===== src/rtl/control_sequencer.sv =====
// control_sequencer: multi-cycle fetch/decode/execute sequencer for the 16-bit CPU.
// It issues every datapath strobe from the current state.
// A wait counter guards each memory request/acknowledge handshake.
module control_sequencer #(
   parameter int ALU_OPCODE  = 4,
   parameter int MEM_TIMEOUT = 15
) (
   input  logic                  iclk,
   input  logic                  irst_n,
   input  logic                  run,
   input  logic [ALU_OPCODE:0]   opcode,
   input  logic                  zflag,
   input  logic                  cflag,
   input  logic                  mem_ack,
   output logic                  loadIR,
   output logic                  incPC,
   output logic                  loadPC,
   output logic                  loadMAR,
   output logic                  selMAR,
   output logic                  memRD,
   output logic                  memWR,
   output logic                  loadA,
   output logic                  aluEn,
   output logic [ALU_OPCODE:0]   aluOp,
   output logic                  loadOUT,
   output logic                  halted,
   output logic                  fault,
   output logic [3:0]            state
);

   typedef enum logic [3:0] {
      S_IDLE       = 4'd0,
      S_FETCH_ADDR = 4'd1,
      S_FETCH_MEM  = 4'd2,
      S_FETCH_LOAD = 4'd3,
      S_DECODE     = 4'd4,
      S_EXEC_ADDR  = 4'd5,
      S_EXEC_MEM   = 4'd6,
      S_EXEC_WB    = 4'd7,
      S_EXEC_JUMP  = 4'd8,
      S_EXEC_OUT   = 4'd9,
      S_HALT       = 4'd10,
      S_FAULT      = 4'd11
   } state_t;

   localparam int OPW = ALU_OPCODE + 1;
   localparam logic [ALU_OPCODE:0] OP_NOP = OPW'(5'b00000);
   localparam logic [ALU_OPCODE:0] OP_LDA = OPW'(5'b00001);
   localparam logic [ALU_OPCODE:0] OP_STA = OPW'(5'b00010);
   localparam logic [ALU_OPCODE:0] OP_ADD = OPW'(5'b00011);
   localparam logic [ALU_OPCODE:0] OP_SUB = OPW'(5'b00100);
   localparam logic [ALU_OPCODE:0] OP_AND = OPW'(5'b00101);
   localparam logic [ALU_OPCODE:0] OP_OR  = OPW'(5'b00110);
   localparam logic [ALU_OPCODE:0] OP_XOR = OPW'(5'b00111);
   localparam logic [ALU_OPCODE:0] OP_JMP = OPW'(5'b01000);
   localparam logic [ALU_OPCODE:0] OP_JZ  = OPW'(5'b01001);
   localparam logic [ALU_OPCODE:0] OP_JC  = OPW'(5'b01010);
   localparam logic [ALU_OPCODE:0] OP_OUT = OPW'(5'b01011);
   localparam logic [ALU_OPCODE:0] OP_HLT = OPW'(5'b11111);

   // The memory state is abandoned on the cycle its wait count would reach this value.
   localparam logic [7:0] TIMEOUT_C = 8'(MEM_TIMEOUT);

   state_t     state_r;
   state_t     state_s;
   logic [7:0] wait_r;
   logic [7:0] wait_s;

   // State and wait counter registers; reset returns to IDLE at once.
   always_ff @(posedge iclk or negedge irst_n) begin
      if (!irst_n) begin
         state_r <= S_IDLE;
         wait_r  <= 8'd0;
      end else begin
         state_r <= state_s;
         wait_r  <= wait_s;
      end
   end

   // Next-state logic; the wait counter only runs while in a memory state.
   always_comb begin
      state_s = state_r;
      wait_s  = 8'd0;
      case (state_r)
         S_IDLE: begin
            if (run) state_s = S_FETCH_ADDR;
            else     state_s = S_IDLE;
         end
         S_FETCH_ADDR: state_s = S_FETCH_MEM;
         S_FETCH_MEM: begin
            if (mem_ack) begin
               state_s = S_FETCH_LOAD;
            end else if ((wait_r + 8'd1) == TIMEOUT_C) begin
               state_s = S_FAULT;
            end else begin
               state_s = S_FETCH_MEM;
               wait_s  = wait_r + 8'd1;
            end
         end
         S_FETCH_LOAD: state_s = S_DECODE;
         S_DECODE: begin
            case (opcode)
               OP_NOP: state_s = S_FETCH_ADDR;
               OP_HLT: state_s = S_HALT;
               OP_JMP: state_s = S_EXEC_JUMP;
               OP_JZ: begin
                  if (zflag) state_s = S_EXEC_JUMP;
                  else       state_s = S_FETCH_ADDR;
               end
               OP_JC: begin
                  if (cflag) state_s = S_EXEC_JUMP;
                  else       state_s = S_FETCH_ADDR;
               end
               OP_OUT: state_s = S_EXEC_OUT;
               OP_LDA, OP_STA, OP_ADD, OP_SUB,
               OP_AND, OP_OR, OP_XOR: state_s = S_EXEC_ADDR;
               default: state_s = S_FAULT;
            endcase
         end
         S_EXEC_ADDR: state_s = S_EXEC_MEM;
         S_EXEC_MEM: begin
            if (mem_ack) begin
               if (opcode == OP_STA) state_s = S_FETCH_ADDR;
               else                  state_s = S_EXEC_WB;
            end else if ((wait_r + 8'd1) == TIMEOUT_C) begin
               state_s = S_FAULT;
            end else begin
               state_s = S_EXEC_MEM;
               wait_s  = wait_r + 8'd1;
            end
         end
         S_EXEC_WB:   state_s = S_FETCH_ADDR;
         S_EXEC_JUMP: state_s = S_FETCH_ADDR;
         S_EXEC_OUT:  state_s = S_FETCH_ADDR;
         S_HALT:      state_s = S_HALT;
         S_FAULT:     state_s = S_FAULT;
         default:     state_s = S_FAULT;
      endcase
   end

   // Moore output decode from the state register; aluOp forwards the opcode in write-back.
   always_comb begin
      loadIR  = 1'b0;
      incPC   = 1'b0;
      loadPC  = 1'b0;
      loadMAR = 1'b0;
      selMAR  = 1'b0;
      memRD   = 1'b0;
      memWR   = 1'b0;
      loadA   = 1'b0;
      aluEn   = 1'b0;
      aluOp   = '0;
      loadOUT = 1'b0;
      halted  = 1'b0;
      fault   = 1'b0;
      case (state_r)
         S_FETCH_ADDR: loadMAR = 1'b1;
         S_FETCH_MEM:  memRD = 1'b1;
         S_FETCH_LOAD: begin
            loadIR = 1'b1;
            incPC  = 1'b1;
         end
         S_EXEC_ADDR: begin
            loadMAR = 1'b1;
            selMAR  = 1'b1;
         end
         S_EXEC_MEM: begin
            if (opcode == OP_STA) memWR = 1'b1;
            else                  memRD = 1'b1;
         end
         S_EXEC_WB: begin
            loadA = 1'b1;
            if (opcode != OP_LDA) begin
               aluEn = 1'b1;
               aluOp = opcode;
            end else begin
               aluEn = 1'b0;
               aluOp = '0;
            end
         end
         S_EXEC_JUMP: loadPC = 1'b1;
         S_EXEC_OUT:  loadOUT = 1'b1;
         S_HALT:      halted = 1'b1;
         S_FAULT:     fault = 1'b1;
         default:     loadMAR = 1'b0;
      endcase
   end

   assign state = state_r;

endmodule


===== config.mk =====
export PLATFORM = sky130hd
export DESIGN_NAME = control_sequencer
export DESIGN_NICKNAME = d
export VERILOG_FILES = /design/src/rtl/control_sequencer.sv
export SDC_FILE = /design/constraint.sdc
export NUM_CORES = 1
export LEC_CHECK = 0
export ABC_AREA = 1
export CELL_PAD_IN_SITES_DETAIL_PLACEMENT = 0
export CELL_PAD_IN_SITES_GLOBAL_PLACEMENT = 2
export CORE_ASPECT_RATIO = 1.5
export CORE_UTILIZATION = 25
export CTS_BUF_LIST = sky130_fd_sc_hd__clkbuf_16
export DETAILED_ROUTE_END_ITERATION = 10
export PLACE_DENSITY_LB_ADDON = 0.05
export REMOVE_ABC_BUFFERS = 1
export SLEW_MARGIN = 20
export SYNTH_ARGS = -nofsm -noshare
export SYNTH_HDL_FRONTEND = slang
export SYNTH_SLANG_ARGS = --single-unit

===== constraint.sdc =====
create_clock -name iclk -period 2.46 [get_ports iclk]
set_input_delay 0.615 -clock iclk [delete_from_list [all_inputs] [get_ports iclk]]
set_output_delay 0.615 -clock iclk [all_outputs]
set_load 0.005 [all_outputs]

==> metrics.cfg <==
[run_status]
status = finished clean

[power_and_ir_drop]
p_comb_frac = 0.481
ir_drop_v = 0.000388
switching_power_mw = 0.412
power_frac_clock = 0.265
power.internal_mw = 0.710
p_leak_nw = 0.812
p_seq_frac = 0.254
netSwitchingFraction = 0.367
power_density_nw_per_um2 = 699

[timing]
fin_crit_ps = 2360
relSlewSlack = 0.628
fmax_mhz = 423
fin_worst_hold_slack_ps = 589
clock_skew_ps = 1.71
slew_violations = 0
max_slew.worst_pin.slew_ps = 556
setup_viol = 0
hold_viol = 0
rsz0062_at_grt = false
timing.final.crit_share = 0.960

[cts]
post_cts_resized = 12
clock_latency_ps = 240
cts_root_buf = clkbuf_16
holdBufCountCts = 0
cts_buffers = 3
cts_buffer_depth = 2
htree_levels = 1
post-cts-setup-buffers = 0
cts_tree = done
cts.sinks = 12
clkTransAtPathRegs_ps = 40

[synth]
synth_cell_types = 22
syn_inst = 178
syn_area_um2 = 1060
yosysTopAreaCell = dfrtp_1
ys.warnings.count = 0
ys_seq_area_frac = 0.283
syn_area_per_cell_um2 = 5.97
ys_top_cells_by_area = dfrtp_1 (28%), nand2_1 (15%), nor2_1 (13%)
ys_seq_elements = 12
yosysTopAreaCellShare = 0.283

[critical_path]
startpoint_type = input port
rr_endpoint = state[2]
regToRegSetupSlack_ps = 840
cp-end-kind = output pin
cp.required_ps = 1850
r2r_start = wait_r[1]
cp.arrival_ps = 1750
rr_worst_depth = 9
cp_max_fo = 3
worstSetupPathType = in2out

[layout]
areaGrowthSynthToFinish_pct = 51.2
layout.cells.most_common = nand2_1
final_core_util = 0.402
nNetsFinal = 240
multi_input_area_um2 = 629
drive_gt1_frac = 0.177
final_cell_mix = nand2_1 (42), nor2_1 (35), inv_1 (28)
regArea_um2 = 303
nFillCells = 455
stdcell_count = 271
antenna_cells = 0

[floorplanning]
die_w_um = 55.2
coreArea_um2 = 3990
die_y_um = 81.8
ios = 32
rows = 28
die_area_um2 = 4520
start_util = 0.266

[global_route]
grt_pass1_wl_mm = 5.22
grt_pass1_vias = 1232
grt_use_total = 0.148
grt_max_degree = 13
overflow = 0
antenna_found_initial = 0

[placement]
portBuffers = 31
placedCellCount = 267
hpwlAfterDp_mm = 2.60
gp_congestion = 0.803

[worst_hold_path]
hold-path-endpoint = wait_r[6]
hold_depth = 2
hold_path.class = reg2reg
worstHoldStart = wait_r[6]

[run]
drv_cap = 0

[drt]
wl_mm = 3.03
drc = 0
vias = 1221
dr.pass1.iters = 5
drtAntennaViolNets = 0
wl_per_cell_um = 11.2
viasPerCell = 4.51
drtIter0Drc = 29

power groups by stage:
stage	Sequential, mW	Clock [mW]	Combinational (mW)
final	0.286	0.297	0.540
after global routing	0.293	0.316	0.619
after CTS	0.283	0.304	0.552
after detailed placement	0.283	0	0.563
after global placement	0.283	0	0.565
after floorplan	0.284	0	0.261
metal layers:
layer / track usage / share of wire
met5: 0 / 0
met4: 0.105 / 0.039
met3: 0.0110 / 0.019
met2: 0.282 / 0.54
met1: 0.152 / 0.40
registers in the layout, indices dropped and copies added, names as in the netlist:
name	flops
wait_r	8
state	4
through the flow:
stage	setup slack [ps]	area, um2	power, mW	setup TNS [ps]
6_report	97.6	1610	1.12	0
3_3_place_gp	-257	1530	0.848	-853
2_1_floorplan	741	1050	0.546	0
3_5_place_dp	-307	1530	0.846	-964
4_1_cts	64.5	1600	1.14	0
5_1_grt	17.7	1610	1.23	0
area by class of cell:
cell class	instances	share of cell area
multi-input cells	129	0.392
repair buffers	45	0.252
clock inverters	1	0.00234
flip-flops and latches	12	0.188
well taps	45	0.0350
inverters	36	0.0841
clock buffers	3	0.0467
how the worst max path moves through the flow:
stage,depth (start not counted),slack (ps),from,endpoint
finish,6,100,opcode[3],aluOp[0]
detailed placement,6,-310,opcode[1],memWR
global placement,6,-260,opcode[1],memWR
floorplan,3,740,opcode[3],memWR
global route,6,20,state[3],aluOp[1]
CTS,5,60,state[0],aluOp[1]
cell usage after synthesis, drive strengths merged:
master,n
dfrtp,12
nor2,40
nand3,18
nand4,5
ha,2
nor3,3
nand2,45
o21bai,1
a211oi,1
a31oi,1
nor4,1
buf,1
inv,36
o21ai,4
o211ai,1
a21oi,7
worst max-delay path, stage by stage:
cell and delay [ps]:
clkdlybuf4s50_1 430, nor2_2 190, nand3_1 120, inv_1 80, nor3_1 40, dlygate4sd2_1 270
logic make-up after synthesis:
| family | Yosys count | synth area share |
|---|---|---|
| adders and majority gates | 2 | 0.0236 |
| and+or+nand+nor | 112 | 0.470 |
| AOI/OAI and AO/OA | 15 | 0.0895 |
| buffers and inverters | 37 | 0.134 |
| DFF | 12 | 0.283 |
(Power assumes the default switching activity.)
==> patch: new RTL, config.mk and constraints unchanged <==
Register the output `fault`, with the module's reset; this adds one clock of latency there. The other outputs are not delayed to match.
--- a/src/rtl/control_sequencer.sv
+++ b/src/rtl/control_sequencer.sv
@@ -63,2 +63,4 @@
 
+   logic fault_d;
+
    state_t     state_r;
@@ -154,3 +156,3 @@
       halted  = 1'b0;
-      fault   = 1'b0;
+      fault_d = 1'b0;
       case (state_r)
@@ -183,3 +185,3 @@
          S_HALT:      halted = 1'b1;
-         S_FAULT:     fault = 1'b1;
+         S_FAULT:     fault_d = 1'b1;
          default:     loadMAR = 1'b0;
@@ -190,2 +192,10 @@
 
+   always_ff @(posedge iclk or negedge irst_n) begin
+      if (!irst_n) begin
+         fault <= '0;
+      end else begin
+         fault <= fault_d;
+      end
+   end
+
 endmodule
Check against the original RTL: not equivalent (a bounded check fails within 10 cycles, from zero or initial values and one cycle with irst_n low).
==> patch against the original RTL <==
Global-route usage increased by 0.47 points. Cell count increased by 1.8%. Routed wire length increased by 5.8%. Worst setup slack got worse by 0.059 ns. First-iteration DRC count increased by 45%. Area after synthesis increased by 4.1%. Sequential cell count increased by 1. Final area increased by 4.3%. Critical path type unchanged.
Power is not compared: it rests on default switching activity, and its combinational part moved more than twofold at a synthesized area within 25%.
==> patch: results (changes against the original RTL) <==
grt:
  grt.met3_usage_pct: 1.24  # +0.14 points
  grtUsageMet1_pct: 16.1  # +0.84 points
  grt_start_max_net_pins: 14  # +1
  groute.layer.met2.usage_pct: 29.8  # +1.6 points
  grt_first_pass_wirelength_mm: 5.71  # +9.5%
  overall_global_routing_usage_pct: 15.2  # +0.47 points
  antenna_found_initial: 0  # unchanged
clock_network:
  cts-buffers-inserted: 3  # unchanged
  cts-root-buf: "sky130_fd_sc_hd__clkbuf_16"
  cts.reportedPaths.clkPinSlew_ns: 0.04  # about the same
  clk_path_buf_depth: 2  # unchanged
  insertion_delay_ns: 0.24  # about the same
  cts_htree_levels: 1  # unchanged
worst_hold_path:
  hp-class: "flop to flop"
  hold_path.startpoint: "wait_r[5]"
  worstHoldPathCells: 2  # unchanged
  whs_endpoint: "wait_r[5]"
worst_setup_path:
  worstRegToRegCells: 9  # unchanged
  rr_startpoint: "wait_r[0]"
  worst-r2r-setup-slack_ns: 0.91  # +0.07 ns
  cp_data_arrival_time_ns: 1.81  # +0.06 ns
  reg2reg_to: "state[2]"
  timing.critical_path.fanout_max: 2  # -1
layout:
  largest_register_ff_count: 8  # unchanged
  layout-drive-gt1-share_pct: 20.0  # +2.3 points
  num_antenna_cells: 0  # unchanged
  final_net_count: 244  # +1.7%
  regMostFlops: "wait_r"
synth:
  yosys.cell_types.count: 23  # +4.5%
  netlist_top_cells_area: "sky130_fd_sc_hd__dfrtp_1 29%, sky130_fd_sc_hd__nand2_1 14%, sky130_fd_sc_hd__nor2_1 12%"
  yosys_warnings: 0  # unchanged
  synth_common_cells: "41 x sky130_fd_sc_hd__nand2_1, 36 x sky130_fd_sc_hd__nor2_1, 33 x sky130_fd_sc_hd__inv_1"
  synth-seq-area-share_pct: 29.4  # +1.1 points
  ys_async_sr_fraction_pct: 100  # unchanged
detailed_routing:
  dr.pass1.iters: 4  # -1
  drt_iter0_markers: 42  # +45%
  route.detailed.wl_per_inst_um: 11.6  # +3.9%
  vias: 1255  # +2.8%
sta:
  final.setup_skew_ns: 0.00168  # -0.0000265 ns
  slew_headroom_pct: 58.9  # -4.0 points
  final_report_setup_violation_count: 0  # unchanged
power:
  static-leakage-power_nw: 0.871
  worst_ir_drop_vdd_uv: 298
place:
  place_hpwl_mm: 2.62  # +0.84%
  post_dp_cell_area_um2: 1560  # +2.5%
  final_weighted_congestion_in_routability_driven_placement: 0.823  # +2.5%
run_status:
  outcome: "completed"
patch: final cells by class:
class | count | area [um2]
clock buffers | 3 | 75.1
clock inverters | 1 | 3.75
fillers | 469 | 2570
inverters | 38 | 143
multi-input cells | 128 | 651
flip-flops and latches | 13 | 327
well taps | 46 | 57.6
repair buffers | 47 | 419
patch: cells by family after synthesis:
kind of cell,share of synthesized area [%]
DFF,29.4
buffers and inverters,13.6
xor gates and xnor gates,0.792
adders and majority gates,2.26
AOI/OAI and AO/OA,7.13
and+or+nand+nor,46.8
patch: worst max-delay path by stage:
stage / from / to / slack [ns] / cells after the start
2_1_floorplan: opcode[0] / memWR / 0.77 / 3
3_3_place_gp: opcode[3] / memWR / -0.26 / 5
3_5_place_dp: opcode[0] / memWR / -0.27 / 5
4_1_cts: opcode[0] / aluOp[0] / 0.03 / 7
5_1_grt: opcode[4] / aluOp[0] / -0.02 / 7
6_report: opcode[4] / aluOp[0] / 0.04 / 7
patch: repair_timing:
| action | 4_1_cts | 5_1_grt |
|---|---|---|
| pin swaps | 2 | 0 |
| resized for setup | 15 | 4 |
| buffers inserted | 3 | 0 |
| endpoints found under the setup margin | 8 | 3 |
| cloned | 0 | 0 |
patch: report_power, final:
part / switching (W) / internal, W / leakage (nW)
sequential: 0 / 0.000215 / 0.160
clock: 0.0000863 / 0.000214 / 0.0423
combinational: 0.0000351 / 0.0000348 / 0.668
patch: routing by layer:
metal,wire [um],part of all wire [%]
met1,1250,39
met2,1850,58
met3,69,2.2
met4,40,1.2
met5,0,0
patch: stage by stage:
step / cells / hold WS [ns] / worst slack, ns
after floorplan: 179 / 0.319 / 0.766
after global placement: 269 / 0.587 / -0.260
after detailed placement: 269 / 0.613 / -0.269
after CTS: 276 / 0.619 / 0.0346
after global routing: 276 / 0.657 / -0.0164
final: 276 / 0.609 / 0.0385
patch: critical path, cell delays in order:
cell,delay (ns)
sky130_fd_sc_hd__clkdlybuf4s50_1,0.52
sky130_fd_sc_hd__buf_4,0.13
sky130_fd_sc_hd__inv_2,0.03
sky130_fd_sc_hd__nand3_1,0.09
sky130_fd_sc_hd__inv_1,0.07
sky130_fd_sc_hd__nor3_2,0.10
sky130_fd_sc_hd__dlygate4sd2_1,0.25
